$ cat src/rtl/pipe_idexe_issue.sv
// ID->EXE issue stage: operand forwarding, load-use stall detection, E-stage
// registers, and a saturating count of inserted bubbles.
module pipe_idexe_issue #(
    parameter int CNT_W = 16
) (
    input  logic             clock,
    input  logic             resetn,
    input  logic             dvalid,
    input  logic             dflush,
    input  logic [31:0]      da,
    input  logic [31:0]      db,
    input  logic [31:0]      dimm,
    input  logic [31:0]      dpc4,
    input  logic [4:0]       drs,
    input  logic [4:0]       drt,
    input  logic [4:0]       drn,
    input  logic             dusers,
    input  logic             dusert,
    input  logic [9:0]       dctrl,
    input  logic [31:0]      ealu,
    input  logic [31:0]      malu,
    input  logic [31:0]      mmo,
    input  logic             mwreg,
    input  logic             mm2reg,
    input  logic [4:0]       mrn,
    output logic [31:0]      ea,
    output logic [31:0]      eb,
    output logic [31:0]      eimm,
    output logic [31:0]      epc4,
    output logic [4:0]       ern0,
    output logic [9:0]       ectrl,
    output logic             evalid,
    output logic             stall,
    output logic [1:0]       fwda,
    output logic [1:0]       fwdb,
    output logic [CNT_W-1:0] bubble_cnt
);

    logic [31:0]      r_ea_p1;
    logic [31:0]      r_eb_p1;
    logic [31:0]      r_eimm_p1;
    logic [31:0]      r_epc4_p1;
    logic [4:0]       r_ern0_p1;
    logic [9:0]       r_ectrl_p1;
    logic             r_vld_p1;
    logic [CNT_W-1:0] r_bubble_cnt;

    logic             w_ewreg;
    logic             w_em2reg;
    logic [4:0]       w_ern;
    logic             w_hz;
    logic             w_bubble;
    logic             w_cnt_inc;
    logic [1:0]       w_fwda;
    logic [1:0]       w_fwdb;
    logic [31:0]      w_opa;
    logic [31:0]      w_opb;

    // E stage wins over M; a non-load in E is the only E source that can forward.
    function automatic logic [1:0] fwd_sel(
        input logic [4:0] x,
        input logic       e_ok,
        input logic [4:0] e_rn,
        input logic       m_wr,
        input logic       m_ld,
        input logic [4:0] m_rn
    );
        logic [1:0] sel;
        sel = 2'd0;
        if (e_ok && (e_rn != 5'd0) && (e_rn == x))
            sel = 2'd1;
        else if (m_wr && (m_rn != 5'd0) && (m_rn == x))
            sel = m_ld ? 2'd3 : 2'd2;
        return sel;
    endfunction

    function automatic logic [31:0] opnd_mux(
        input logic [1:0]  sel,
        input logic [31:0] rf,
        input logic [31:0] e_res,
        input logic [31:0] m_res,
        input logic [31:0] m_load
    );
        logic [31:0] v;
        case (sel)
            2'd1:    v = e_res;
            2'd2:    v = m_res;
            2'd3:    v = m_load;
            default: v = rf;
        endcase
        return v;
    endfunction

    function automatic logic [CNT_W-1:0] sat_inc(input logic [CNT_W-1:0] c);
        return (&c) ? c : c + CNT_W'(1);
    endfunction

    assign w_ewreg  = r_ectrl_p1[7];
    assign w_em2reg = r_ectrl_p1[8];
    // jal forces the destination to r31 without changing the registered ern0.
    assign w_ern    = r_ern0_p1 | {5{r_ectrl_p1[6]}};

    assign w_fwda = fwd_sel(drs, r_vld_p1 & w_ewreg & ~w_em2reg, w_ern, mwreg, mm2reg, mrn);
    assign w_fwdb = fwd_sel(drt, r_vld_p1 & w_ewreg & ~w_em2reg, w_ern, mwreg, mm2reg, mrn);
    assign w_opa  = opnd_mux(w_fwda, da, ealu, malu, mmo);
    assign w_opb  = opnd_mux(w_fwdb, db, ealu, malu, mmo);

    assign w_hz = dvalid & r_vld_p1 & w_ewreg & w_em2reg & (w_ern != 5'd0) &
                  ((dusers & (w_ern == drs)) | (dusert & (w_ern == drt)));

    assign w_bubble  = dflush | ~dvalid | w_hz;
    assign w_cnt_inc = dvalid & (w_hz | dflush);

    // ---- stage boundary: ID (p0) -> E (p1) ----
    always_ff @(posedge clock or negedge resetn) begin
        if (!resetn) begin
            r_ea_p1      <= '0;
            r_eb_p1      <= '0;
            r_eimm_p1    <= '0;
            r_epc4_p1    <= '0;
            r_ern0_p1    <= '0;
            r_ectrl_p1   <= '0;
            r_vld_p1     <= 1'b0;
            r_bubble_cnt <= '0;
        end else begin
            if (w_bubble) begin
                r_ea_p1    <= '0;
                r_eb_p1    <= '0;
                r_eimm_p1  <= '0;
                r_epc4_p1  <= '0;
                r_ern0_p1  <= '0;
                r_ectrl_p1 <= '0;
                r_vld_p1   <= 1'b0;
            end else begin
                r_ea_p1    <= w_opa;
                r_eb_p1    <= w_opb;
                r_eimm_p1  <= dimm;
                r_epc4_p1  <= dpc4;
                r_ern0_p1  <= drn;
                r_ectrl_p1 <= dctrl;
                r_vld_p1   <= 1'b1;
            end
            if (w_cnt_inc)
                r_bubble_cnt <= sat_inc(r_bubble_cnt);
        end
    end

    assign ea         = r_ea_p1;
    assign eb         = r_eb_p1;
    assign eimm       = r_eimm_p1;
    assign epc4       = r_epc4_p1;
    assign ern0       = r_ern0_p1;
    assign ectrl      = r_ectrl_p1;
    assign evalid     = r_vld_p1;
    assign stall      = w_hz & ~dflush;
    assign fwda       = w_fwda;
    assign fwdb       = w_fwdb;
    assign bubble_cnt = r_bubble_cnt;

endmodule

$ cat config.mk
export PLATFORM = sky130hd
export DESIGN_NAME = pipe_idexe_issue
export DESIGN_NICKNAME = d
export VERILOG_FILES = /design/src/rtl/pipe_idexe_issue.sv
export SDC_FILE = /design/constraint.sdc
export NUM_CORES = 1
export LEC_CHECK = 0
export CORE_AREA = 2 2 167 169
export DETAILED_ROUTE_END_ITERATION = 8
export DIE_AREA = 0 0 169 171
export GPL_TIMING_DRIVEN = 1
export PLACE_DENSITY = 0.64
export SYNTH_ARGS = -nofsm -noshare
export SYNTH_HDL_FRONTEND = slang
export SYNTH_SLANG_ARGS = --single-unit
$ cat constraint.sdc
create_clock -name clock -period 3.9 [get_ports clock]
set_input_delay 0.78 -clock clock [delete_from_list [all_inputs] [get_ports clock]]
set_output_delay 0.78 -clock clock [all_outputs]
set_load 0.05 [all_outputs]
==> results of run 1 <==
## registers in the layout, indices dropped and copies added (netlist names)
register,cells
bubble_cnt,16
ea,32
eb,32
ectrl,10
eimm,32
epc4,32
ern0,5
evalid,1
## routing by layer
metal | part of all wire | GRT usage
met5 | 0 | 0
met4 | 0.027 | 0.06577
met3 | 0.093 | 0.06176
met2 | 0.50 | 0.3204
met1 | 0.38 | 0.2060
## worst max path at each step
| stage | startpoint | slack [ns] | end | depth (start not counted) |
|---|---|---|---|---|
| floorplan | ern0[1] | 0.04 | stall | 7 |
| global placement | drt[1] | 0.40 | stall | 9 |
| detailed placement | drt[1] | 0.38 | stall | 9 |
| CTS | drt[1] | 0.36 | stall | 9 |
| global route | drt[1] | 0.23 | stall | 9 |
| finish | drt[1] | 0.38 | stall | 9 |
## area by class of cell
cell class	instances	area (um2)	area share
tap	346	432.9	0.03471
timing repair buffer	441	4431	0.3552
multi-input combinational	484	2943	0.2360
sequential	160	4004	0.3210
inverter	7	26.28	0.002107
clock buffer	18	439.2	0.03521
clock inverter	14	196.4	0.01575
## cell usage after synthesis (all sizes together)
master  number  area share
dfrtp      160        0.55
nor2       141       0.074
and3        80       0.069
a21oi       67       0.046
a211oi      65       0.068
clkbuf      39       0.020
mux2i       32       0.044
buf         20       0.017
xor2        19       0.023
xnor2       12       0.015
nand2       11      0.0057
nor3        11      0.0092
nand3       10      0.0069
inv          7      0.0036
nor4         6      0.0073
o21ai        5      0.0050
or3          4      0.0035
a21o         3      0.0031
nand4        2      0.0017
nor2b        2      0.0017
o21a         2      0.0021
or4          2      0.0026
a31o         1      0.0012
a32oi        1      0.0012
a41oi        1      0.0012
and4b        1      0.0014
ha           1      0.0017
mux2         1      0.0016
nor4bb       1      0.0014
o211ai       1      0.0010
o221ai       1      0.0021
o41ai        1      0.0023
## cell usage in the layout (no fill, tap or decap), drive strengths merged, types with 2 or more instances in the layout
cell           netlist  layout
clkdlybuf4s50        0     418
dfrtp              160     160
nor2               141     141
and3                80      80
a21oi               67      67
a211oi              65      65
mux2i               32      32
buf                 20      23
xor2                19      19
clkbuf              39      18
xnor2               12      12
inv                  7      12
nand2               11      11
nor3                11      11
nand3               10      10
nor4                 6       6
o21ai                5       5
or3                  4       4
clkinv               0       4
a21o                 3       3
bufinv               0       3
o21a                 2       2
nor2b                2       2
nand4                2       2
clkinvlp             0       2
or4                  2       2
## power breakdown
group	internal, mW	switching, mW
sequential	1.75	0.0633
combinational	0.501	0.620
clock	1.05	0.749
## cell families (layout without fill, tap and decap cells)
family | Yosys count | in the layout
xor gates and xnor gates | 31 | 31
AOI/OAI and AO/OA | 148 | 148
adders and majority gates | 1 | 1
muxes | 33 | 33
and+or+nand+nor | 271 | 271
DFF | 160 | 160
buffers and inverters | 66 | 480
## through the flow
| stage | setup WS, ns | area [um2] | cells |
|---|---|---|---|
| floorplan | 0.03579 | 7218 | 710 |
| global placement | 0.3995 | 11840 | 1438 |
| detailed placement | 0.3753 | 11840 | 1438 |
| CTS | 0.3568 | 12470 | 1470 |
| global route | 0.2347 | 12470 | 1470 |
| finish | 0.3780 | 12470 | 1470 |
==> flow_summary.ini, run 1 <==
[clocking]
clk_latency_ns = 0.42
ctsHoldBuffers = 0
cts_tree = done
ctsLongestPathBuffers = 2
cts_sinks = 160
numCtsBuffers = 17
post_cts_buffers = 0
cts_max_level = 4
cts-root-buf = clkbuf_16
clkTransAtPathRegs_ns = 0.07
cts-resized-gates = 0

[synthesis]
synth_cell_type_count = 41
ys_warn_count = 0
synthAdderAreaFrac = 0.001733
synth_nets = 973
syn-instance-count = 710
synth-compound-area-share = 0.1340
yosys.area_share.simple = 0.1851
ys_ff_latch = 160
synth_xor_area_frac = 0.03761
ys_seq_area_frac = 0.5547
netlist_area_mm2 = 0.007218
synthMuxAreaShare = 0.04594
avgSynthCellArea_um2 = 10.17
synth_top_family_by_area = simple AND/OR/NAND/NOR gates

[timing]
hold_violations = 0
fin_hold_ws_ns = 0.3011
grt_setup_unrepaired = no
tightest_slew_ns = 0.6997
min_period_over_period = 0.9031
clock_skew_ns = 0.01452
fmax_mhz = 283.9
final_max_slew_viol_count = 0
setup_tns_ns = 0
slew_headroom = 0.5335
setup_viol = 0
period_needed_ns = 3.522

[critical_path]
r2r_start = ectrl[6]
path_buf_inv = 3
critPathSlowestCell = clkdlybuf4s50_1
path_class = primary input to output port
critPathLaunchType = primary input
critPathRequiredTime_ns = 3.12
r2r-end = ea[3]
crit_path_max_fanout = 5
ff2ff_path_depth = 8
max_stage_delay_ns = 0.50
cpLargestDelayFamily = buffers and inverters
cp.arrival_ns = 2.74
path_cells = clkdlybuf4s50_1, or3_1, a211oi_2, o221ai_2, nor2_1, a41oi_1, nor4_1, buf_4, buf_12
endpoint_kind = output port
regToRegSetupSlack_ns = 1.04

[global_routing]
grt-ovfl-total = 0
grt_pass1_wl_um = 39980
track_usage = 0.1822
grt_pass1_vias = 6882
grt_max_degree = 82
antenna_found_initial = 2

[floorplan]
die_w_um = 169
dieArea_mm2 = 0.02890
ios = 427
coreArea_mm2 = 0.02732
start_util = 0.2642
rows = 61
chipHeight_um = 171

[finish]
syn_to_final_growth_pct = 72.79
antenna_cells = 0
fin_util = 0.4565
fillCellCount = 2569
fin_nets = 1374
final_layout_size_suffix_gt1_frac = 0.06228

[drt]
viasPerCell = 4.692
ant_nets = 0
drtIter0Drc = 327
drc = 0
drt-pass1-iter-count = 4
route.vias.total = 6897
route.detailed.wl_per_inst_um = 18.41
wirelength_um = 27060

[placed_design]
port_buffers = 426
globalplace.congestion = 0.8823
dpl.hpwl_um = 20480

[flow_run]
drv_cap = 0

[pwr]
p_leak_nw = 5.528
total_power_mw = 4.729
p_per_area_mw_per_mm2 = 379.1
ir_worst_vdd_mv = 0.2589

[run_status]
status = completed

[worst_hold_path]
hold_class = primary input to async pin
Power figures use the tool's default switching activity.
==> run 2, diff against run 1 <==
--- a/config.mk
+++ b/config.mk
@@ -6,6 +6,7 @@
 export NUM_CORES = 1
 export LEC_CHECK = 0
 export CORE_AREA = 2 2 167 169
+export CTS_CLUSTER_SIZE = 14
 export DETAILED_ROUTE_END_ITERATION = 8
 export DIE_AREA = 0 0 169 171
 export GPL_TIMING_DRIVEN = 1
==> results of run 2 <==
Same layout as run 1: the final DEF is identical, and so are final timing and power.
